`config.mk`:
```
export PLATFORM = sky130hd
export DESIGN_NAME = multicycle_control
export DESIGN_NICKNAME = d
export VERILOG_FILES = /design/src/rtl/multicycle_control.sv
export SDC_FILE = /design/constraint.sdc
export NUM_CORES = 1
export LEC_CHECK = 0
export CORE_MARGIN = 4
export CORE_UTILIZATION = 40
export DETAILED_ROUTE_END_ITERATION = 10
export GPL_TIMING_DRIVEN = 0
export PLACE_DENSITY = 0.68
export SETUP_SLACK_MARGIN = 0.05
export SKIP_LAST_GASP = 1
export SLEW_MARGIN = 25
export SYNTH_ARGS = -nofsm -noshare
export SYNTH_HDL_FRONTEND = slang
export SYNTH_SLANG_ARGS = --single-unit
```
`constraint.sdc`:
```
create_clock -name clk -period 1.9 [get_ports clk]
set_clock_uncertainty 0.05 [all_clocks]
set_input_delay 0.38 -clock clk [delete_from_list [all_inputs] [get_ports clk]]
set_output_delay 0.38 -clock clk [all_outputs]
set_load 0.005 [all_outputs]
```
`src/rtl/multicycle_control.sv`:
```
// Main control FSM for the multi-cycle MIPS datapath.
// Each instruction steps through fetch, decode, execute, memory and writeback. The FSM drives the
// datapath mux selects, the write strobes and the 2-level alu_op. It stalls while memory is not
// ready, traps on undefined opcodes and on memory timeouts, and counts completed fetches.
// Ports:
//   clk, rst_n        clock (rising edge), asynchronous active-low reset
//   op                opcode IR[31:26], valid from DECODE onward
//   mem_ready         memory completes the current access this cycle
//   pc_write .. alu_op datapath strobes and selects (all forced to 0 while rst_n is low)
//   state             current state encoding, for debug
//   illegal           sticky: undefined opcode decoded
//   bus_error         sticky: memory wait limit exceeded
//   instr_count       completed fetches, wraps to 0 after all-ones
module multicycle_control #(
    parameter int unsigned CNT_W      = 32,
    parameter int unsigned WAIT_LIMIT = 255  // 0 disables the timeout
) (
    input  logic             clk,
    input  logic             rst_n,
    input  logic [5:0]       op,
    input  logic             mem_ready,
    output logic             pc_write,
    output logic             pc_write_cond,
    output logic [1:0]       pc_source,
    output logic             i_or_d,
    output logic             mem_read,
    output logic             mem_write,
    output logic             ir_write,
    output logic             reg_dst,
    output logic             mem_to_reg,
    output logic             reg_write,
    output logic             alu_src_a,
    output logic [1:0]       alu_src_b,
    output logic [2:0]       alu_op,
    output logic [3:0]       state,
    output logic             illegal,
    output logic             bus_error,
    output logic [CNT_W-1:0] instr_count
);

    localparam int unsigned WAIT_W = (WAIT_LIMIT > 1) ? $clog2(WAIT_LIMIT + 1) : 1;
    // Timeout fires on the cycle that would make the WAIT_LIMIT-th consecutive wait.
    localparam logic [WAIT_W-1:0] WAIT_LAST = WAIT_W'(WAIT_LIMIT - 1);

    localparam logic [5:0] OP_RTYPE = 6'b000000;
    localparam logic [5:0] OP_LW    = 6'b100011;
    localparam logic [5:0] OP_SW    = 6'b101011;
    localparam logic [5:0] OP_BEQ   = 6'b000100;
    localparam logic [5:0] OP_J     = 6'b000010;
    localparam logic [5:0] OP_ADDI  = 6'b001000;

    typedef enum logic [3:0] {
        StFetch    = 4'd0,
        StDecode   = 4'd1,
        StMemAddr  = 4'd2,
        StMemRead  = 4'd3,
        StMemWb    = 4'd4,
        StMemWrite = 4'd5,
        StExecR    = 4'd6,
        StRWb      = 4'd7,
        StBranch   = 4'd8,
        StJump     = 4'd9,
        StAddiExec = 4'd10,
        StAddiWb   = 4'd11,
        StTrap     = 4'd12
    } state_e;

    state_e             state_q, state_d;
    logic [WAIT_W-1:0]  wait_q, wait_d;
    logic [CNT_W-1:0]   count_q, count_d;
    logic               illegal_q, illegal_d;
    logic               bus_error_q, bus_error_d;

    logic       ctl_pc_write, ctl_pc_write_cond, ctl_i_or_d, ctl_mem_read, ctl_mem_write;
    logic       ctl_ir_write, ctl_reg_dst, ctl_mem_to_reg, ctl_reg_write, ctl_alu_src_a;
    logic [1:0] ctl_pc_source, ctl_alu_src_b;
    logic [2:0] ctl_alu_op;

    logic   mem_phase;  // current state waits on mem_ready
    state_e mem_next;   // where to go once the access completes
    logic   timeout;

    always_ff @(posedge clk or negedge rst_n) begin
        if (!rst_n) begin
            state_q     <= StFetch;
            wait_q      <= '0;
            count_q     <= '0;
            illegal_q   <= 1'b0;
            bus_error_q <= 1'b0;
        end else begin
            state_q     <= state_d;
            wait_q      <= wait_d;
            count_q     <= count_d;
            illegal_q   <= illegal_d;
            bus_error_q <= bus_error_d;
        end
    end

    always_comb begin
        state_d           = state_q;
        wait_d            = '0;
        count_d           = count_q;
        illegal_d         = illegal_q;
        bus_error_d       = bus_error_q;
        mem_phase         = 1'b0;
        mem_next          = StFetch;
        timeout           = (WAIT_LIMIT != 0) && (wait_q == WAIT_LAST);
        ctl_pc_write      = 1'b0;
        ctl_pc_write_cond = 1'b0;
        ctl_pc_source     = 2'b00;
        ctl_i_or_d        = 1'b0;
        ctl_mem_read      = 1'b0;
        ctl_mem_write     = 1'b0;
        ctl_ir_write      = 1'b0;
        ctl_reg_dst       = 1'b0;
        ctl_mem_to_reg    = 1'b0;
        ctl_reg_write     = 1'b0;
        ctl_alu_src_a     = 1'b0;
        ctl_alu_src_b     = 2'b00;
        ctl_alu_op        = 3'b000;

        case (state_q)
            StFetch: begin
                ctl_mem_read  = 1'b1;
                ctl_alu_src_b = 2'b01;
                mem_phase     = 1'b1;
                mem_next      = StDecode;
                // IR load and PC+4 are Mealy: only on the completing cycle.
                if (mem_ready) begin
                    ctl_ir_write = 1'b1;
                    ctl_pc_write = 1'b1;
                    count_d      = count_q + 1'b1;
                end
            end
            StDecode: begin
                ctl_alu_src_b = 2'b11;
                case (op)
                    OP_RTYPE:      state_d = StExecR;
                    OP_LW, OP_SW:  state_d = StMemAddr;
                    OP_BEQ:        state_d = StBranch;
                    OP_J:          state_d = StJump;
                    OP_ADDI:       state_d = StAddiExec;
                    default: begin
                        state_d   = StTrap;
                        illegal_d = 1'b1;
                    end
                endcase
            end
            StMemAddr: begin
                ctl_alu_src_a = 1'b1;
                ctl_alu_src_b = 2'b10;
                state_d       = (op == OP_LW) ? StMemRead : StMemWrite;
            end
            StMemRead: begin
                ctl_mem_read = 1'b1;
                ctl_i_or_d   = 1'b1;
                mem_phase    = 1'b1;
                mem_next     = StMemWb;
            end
            StMemWb: begin
                ctl_reg_write  = 1'b1;
                ctl_mem_to_reg = 1'b1;
                state_d        = StFetch;
            end
            StMemWrite: begin
                ctl_mem_write = 1'b1;
                ctl_i_or_d    = 1'b1;
                mem_phase     = 1'b1;
                mem_next      = StFetch;
            end
            StExecR: begin
                ctl_alu_src_a = 1'b1;
                ctl_alu_op    = 3'b010;
                state_d       = StRWb;
            end
            StRWb: begin
                ctl_reg_write = 1'b1;
                ctl_reg_dst   = 1'b1;
                state_d       = StFetch;
            end
            StBranch: begin
                ctl_alu_src_a     = 1'b1;
                ctl_alu_op        = 3'b001;
                ctl_pc_write_cond = 1'b1;
                ctl_pc_source     = 2'b01;
                state_d           = StFetch;
            end
            StJump: begin
                ctl_pc_write  = 1'b1;
                ctl_pc_source = 2'b10;
                state_d       = StFetch;
            end
            StAddiExec: begin
                ctl_alu_src_a = 1'b1;
                ctl_alu_src_b = 2'b10;
                state_d       = StAddiWb;
            end
            StAddiWb: begin
                ctl_reg_write = 1'b1;
                state_d       = StFetch;
            end
            StTrap: state_d = StTrap;
            default: state_d = StTrap;
        endcase

        // Shared wait-state handling; completion wins over a simultaneous timeout.
        if (mem_phase) begin
            if (mem_ready) begin
                state_d = mem_next;
            end else if (timeout) begin
                state_d     = StTrap;
                bus_error_d = 1'b1;
            end else begin
                wait_d = wait_q + 1'b1;
            end
        end
    end

    // Gate with rst_n so an asserted reset silences the datapath within the same cycle.
    assign pc_write      = rst_n & ctl_pc_write;
    assign pc_write_cond = rst_n & ctl_pc_write_cond;
    assign pc_source     = rst_n ? ctl_pc_source : 2'b00;
    assign i_or_d        = rst_n & ctl_i_or_d;
    assign mem_read      = rst_n & ctl_mem_read;
    assign mem_write     = rst_n & ctl_mem_write;
    assign ir_write      = rst_n & ctl_ir_write;
    assign reg_dst       = rst_n & ctl_reg_dst;
    assign mem_to_reg    = rst_n & ctl_mem_to_reg;
    assign reg_write     = rst_n & ctl_reg_write;
    assign alu_src_a     = rst_n & ctl_alu_src_a;
    assign alu_src_b     = rst_n ? ctl_alu_src_b : 2'b00;
    assign alu_op        = rst_n ? ctl_alu_op : 3'b000;
    assign state         = state_q;
    assign illegal       = illegal_q;
    assign bus_error     = bus_error_q;
    assign instr_count   = count_q;

endmodule

```
== Yosys cells after proc, flatten, opt, wreduce, memory -nomap -nowiden ==
Index checks and enable logic that the tools add are counted.

* Reduce and logical (&&, ||, !) cells: 14
* Add/subtract/negate cells: 2
* Muxes and demuxes: 28
* Equality and inequality tests: 17
* Bitwise gates (word level): 12

{| class="wikitable"
|+ Operators by type and width
! operator !! count
|-
| 32-bit by 1-bit adder with 32-bit output (second input constant) || 1
|-
| 8-bit 2-to-1 mux || 3
|-
| 4-bit case mux with 6 select lines || 1
|-
| 4-bit case mux with 5 select lines || 1
|-
| 4-bit by 3-bit == test with 1-bit output (second input constant) || 4
|-
| 4-bit == test (second input constant) || 4
|-
| 6-bit == test (second input constant) || 2
|-
| 4-bit 2-to-1 mux || 3
|-
| 1-bit 2-to-1 mux || 11
|-
| 1-bit AND || 10
|-
| 8-bit by 1-bit adder with 8-bit output (second input constant) || 1
|-
| 4-bit by 2-bit == test with 1-bit output (second input constant) || 2
|-
| 8-bit == test (second input constant) || 1
|-
| 2-bit case mux with 2 select lines || 2
|-
| 2-bit OR reduction || 4
|-
| 6-bit by 2-bit == test with 1-bit output (second input constant) || 1
|-
| 6-bit by 3-bit == test with 1-bit output (second input constant) || 1
|-
| 6-bit by 4-bit == test with 1-bit output (second input constant) || 1
|-
| 6-bit logical NOT || 1
|-
| 3-bit 2-to-1 mux || 2
|-
| 2-bit case mux with 3 select lines || 1
|-
| 3-bit case mux with 2 select lines || 1
|-
| 3-bit OR reduction || 2
|-
| 6-bit OR reduction || 1
|-
| 9 further kinds || 12
|}

* Output and inout bits: 55
* Input bits: 9
* Flip-flop bits (word level): 46
* Word-level logic and storage cells: 78

== Logic depth before layout (Yosys ltp) ==
* Depth after elaboration: 7
* Gate-level depth with buffers: 6

== Least setup slack after synthesis ==
Ideal clock, no wire load.

* Kind: register -> output
* Start point: reg state_q[2] (netlist: state[2])
* End point: out reg_write
* Arrival time: 1.438 ns
* Buffers on the path: 2
* Slack: 0.032 ns
* Stages on the path, launching flop included: 6
* Path through: dfrtp_1 > clkbuf_1 > clkbuf_1 > nor4b_1 > a31oi_1 > nor2_1

* Cells in the longest elaborated chain, start to end: 4
* Elaborated cells between the ends (all ways): 6
* Classes of those cells: eq/ne: 3; mux: 1; bitwise: 1; reduce/logical: 1

{| class="wikitable"
|+ RTL lines
! item !! line !! source
|-
| start, declared || 68 || <nowiki>state_e state_q, state_d;</nowiki>
|-
| start signal, assigned || 85 || <nowiki>state_q <= StFetch;</nowiki>
|-
| start signal, assigned || 91 || <nowiki>state_q <= state_d;</nowiki>
|-
| 4-bit == test / 4-bit by 3-bit == test with 1-bit output (equally long branches) || 122 || <nowiki>case (state_q)</nowiki>
|-
| 3-bit OR reduction (no line) * || - ||
|-
| 1-bit 2-to-1 mux * || 122 ||
|-
| 1-bit AND * || 229 || <nowiki>assign reg_write = rst_n & ctl_reg_write;</nowiki>
|-
| end, declared || 31 || <nowiki>output logic reg_write,</nowiki>
|}

Mark *: on every way between the ends. The rest lies on a longest branch, timed or not.

== Worst setup path after layout ==
* Start point: reg state_q[0] (netlist: state[0])
* End point: out pc_write

* Cells in the longest elaborated chain, start to end: 3
* Elaborated cells between the ends (all ways): 4
* Classes of those cells: eq/ne: 1; mux: 1; bitwise: 1; reduce/logical: 1

{| class="wikitable"
|+ RTL lines
! item !! line !! source
|-
| 4-bit == test / 4-bit logical NOT (equally long branches) || 122 ||
|-
| 1-bit case mux with 2 select lines * || 122 ||
|-
| 1-bit AND * || 220 || <nowiki>assign pc_write = rst_n & ctl_pc_write;</nowiki>
|-
| end, declared || 22 || <nowiki>output logic pc_write,</nowiki>
|}

Marked as above.

==> results.toml <==
[sta]
hold_viol = 46
maxSlewViolCount = 0
min_period_ns = 2.053
worst_slew_pin_slew_ns = 0.5680
setup_violations = 37
worst_slack_ns = -0.1530
post-route-period-util_pct = 108.1
clock.fmax_mhz = 487.1
relSlewSlack_pct = 62.02
hold_ws_ns = -0.1382
rsz0062_at_grt = "true"

[setup_path]
cp.depth = 6
worst_ep_required_time_ns = 1.47
cp_top_family = "simple AND/OR/NAND/NOR gates"
cp-end-kind = "primary output"
crit_buf_inv = 2
arrival_ns = 1.62
critPathKind = "register to primary output"
r2r_cells = 8
path_cells = "buf_6 > nor4_4 > nand2_2 > nor2_2 > or2_4 > buf_6"
startpoint_type = "register"
critical-path-max-stage-delay_ns = 0.44
cp_max_fo = 2
cp_common_cell = "buf_6"
r2r_slack_ns = -0.12
critical-path-slowest-cell = "dfrtp_2"

[layout]
fill_cells = 445
n_antenna_cell = 0
area_growth_pct = 60.08
fin_nets = 371
layout-drive-gt1-share_pct = 33.61
layoutNonFillerInstCount = 435

[floorplanning]
die_h_um = 87.57
placementRows = 28
fp.dieW_um = 87.57
dieArea_um2 = 7669
start_util_pct = 42.03
core_um2 = 6026
top_level_ports = 64

[clock_network]
clk_path_buf_depth = 2
clkTransAtPathRegs_ns = 0.10
cts_tree = "done"
cts-root-buf = "clkbuf_8"
cts_buffers = 5
htree_levels = 2
insertion_delay_ns = 0.31
clock_sinks = 46

[status]
violations = "negative hold slack, negative setup slack"
status = "finished with violations"

[logic_synthesis]
yosys-top-cells-count = "dfrtp_1 (46), nor2_1 (25), xor2_1 (24)"
synth.most_common_cell = "dfrtp_1"
avgSynthCellArea_um2 = 9.816
yosys.area.top_type = "dfrtp_1"
synth_top_family_by_area = "simple AND/OR/NAND/NOR gates"
ys_types = 49
synth_cells = 258
synth_area_leaders = "dfrtp_1 (45%), xor2_1 (8.3%), xnor2_1 (5.9%)"
ys_warn_count = 0
seq_area_frac_synth_pct = 45.45
synth_top_cell_area_share_pct = 45.45
synth_flop_cell = "dfrtp_1"
synth_seq_cells = 46
yosys.area_share.simple_pct = 26.98
synth_fa_ha_area_share_pct = 1.482
netlist_area_um2 = 2532
syn_nets = 270
synth_mux_area_share_pct = 0.4447
postSynth.asyncResetShare_pct = 100.0
synth_xor_area_share_pct = 14.18
synth_compound_area_share_pct = 7.411
synth_edf_count = 0

[power_and_ir_drop]
leakagePower_nw = 1.999
seqPwrFrac_pct = 32.2
switching_share_pct = 33.80
p_clk_share_pct = 20.1
cellInternalPower_w = 0.002522
power_frac_comb_pct = 47.7
totalPowerFinal_w = 0.003810
switching_power_w = 0.001288
pwr_density_cell_nw_per_um2 = 939.8
max-vdd-ir-drop_uv = 795.6

[global_routing]
grt-ovfl-total = 0
grt_max_degree = 50
grt_pass1_vias = 2185
grt_use_total_pct = 17.49
antenna_found_initial = 0
grt_pass1_wl_um = 10560

[routing]
wire_per_inst_um = 16.14
first_iter_violations = 107
drt_wl_total_um = 7019
dr.pass1.iters = 4
viasPerCell = 5.294
ant_nets = 0
post-route-drc-count = 0
vias = 2303

[placement]
dp_slack_ns = -0.7684
dp_hpwl_um = 4187
dp_cells = 394
port_buffers = 61
place.gp.congestion = 0.7888

[hold_path]
worstHoldPathType = "input pin to asynchronous set/reset pin"

[run]
maxCapViolCount = 0
layout make-up:
cell class	count	area (µm²)	area share, %
inverter	8	30.03	0.7407
tap	75	93.84	2.315
timing repair buffer	95	904.6	22.31
clock buffer	5	68.82	1.698
clock inverter	3	48.80	1.204
sequential	46	1155	28.49
multi-input combinational	192	1610	39.72
buffer	11	142.6	3.519
kinds of logic after synthesis:
logic type | count (synthesis)
compound gates | 26
buf+inv | 20
fa+ha+maj | 3
flops | 46
xor+xnor | 41
other cells | 1
simple gates | 120
mux | 1
worst paths after layout:
| check | from | endpoint |
|---|---|---|
| min reg2reg | illegal$_DFFE_PN0P_ | illegal$_DFFE_PN0P_ |
| min | rst_n | instr_count[31]$_DFFE_PN0P_ |
| max | state[0]$_DFF_PN0_ | pc_write |
| min in group clk | illegal$_DFFE_PN0P_ | illegal$_DFFE_PN0P_ |
| max reg2reg | state[0]$_DFF_PN0_ | wait_q[5]$_DFF_PN0_ |
| max in group asynchronous | rst_n | state[2]$_DFF_PN0_ |
flip-flops by register name, summed over array words and instances (netlist names):
| register | cells |
|---|---|
| instr_count | 32 |
| wait_q | 8 |
| state | 4 |
| bus_error | 1 |
| illegal | 1 |
metrics by stage:
step	hold slack (ns)	area, µm²	setup TNS (ns)	util, %
finish	-0.1382	4054	-2.419	67.28
global route	-0.1276	4054	-6.173	67.28
CTS	-0.07912	3779	-1.680	62.71
detailed placement	0.3916	3236	-16.53	53.70
global placement	0.3983	3238	-88.32	53.74
floorplan	0.03441	2534	0	-
power by group through the flow:
stage | clock, W | sequential, W | combinational (W)
final | 0.000766 | 0.00123 | 0.00182
after global routing | 0.000834 | 0.00124 | 0.00195
after CTS | 0.000773 | 0.00122 | 0.00163
after detailed placement | 0 | 0.00127 | 0.00108
after global placement | 0 | 0.00127 | 0.00107
after floorplan | 0 | 0.00123 | 0.000622
metal layers:
metal / GRT usage, % / share of wire, % / up-vias
li1: - / - / 1111
met1: 22.09 / 40 / 1128
met2: 30.14 / 55 / 58
met3: 3.669 / 4.5 / 6
met4: 5.160 / 0.66 / 0
met5: 0 / 0 / -
placed cells by master (no fill, tap or decap), types with 7 or more instances in the layout:
master           netlist  final
nor3_4                 1     15
xor2_1                24     24
nand2_1               16     13
inv_1                  8      8
buf_4                  4     25
clkdlybuf4s50_1        0     40
buf_2                  1     10
and4_1                 7      7
nor2_2                 0      7
nor2_1                25     14
buf_6                  1     14
nand3_1               14     12
dfrtp_1               46     43
xnor2_1               17     16
repair_timing:
item | in CTS | in global routing
hold endpoints to repair | 46 | 46
cloned | 1 | 0
resized for setup | 123 | 53
buffers inserted | 25 | 9
pin swaps | 21 | 44
endpoints found under the setup margin | 44 | 53
Note: power is estimated with default switching activity, not from simulation.
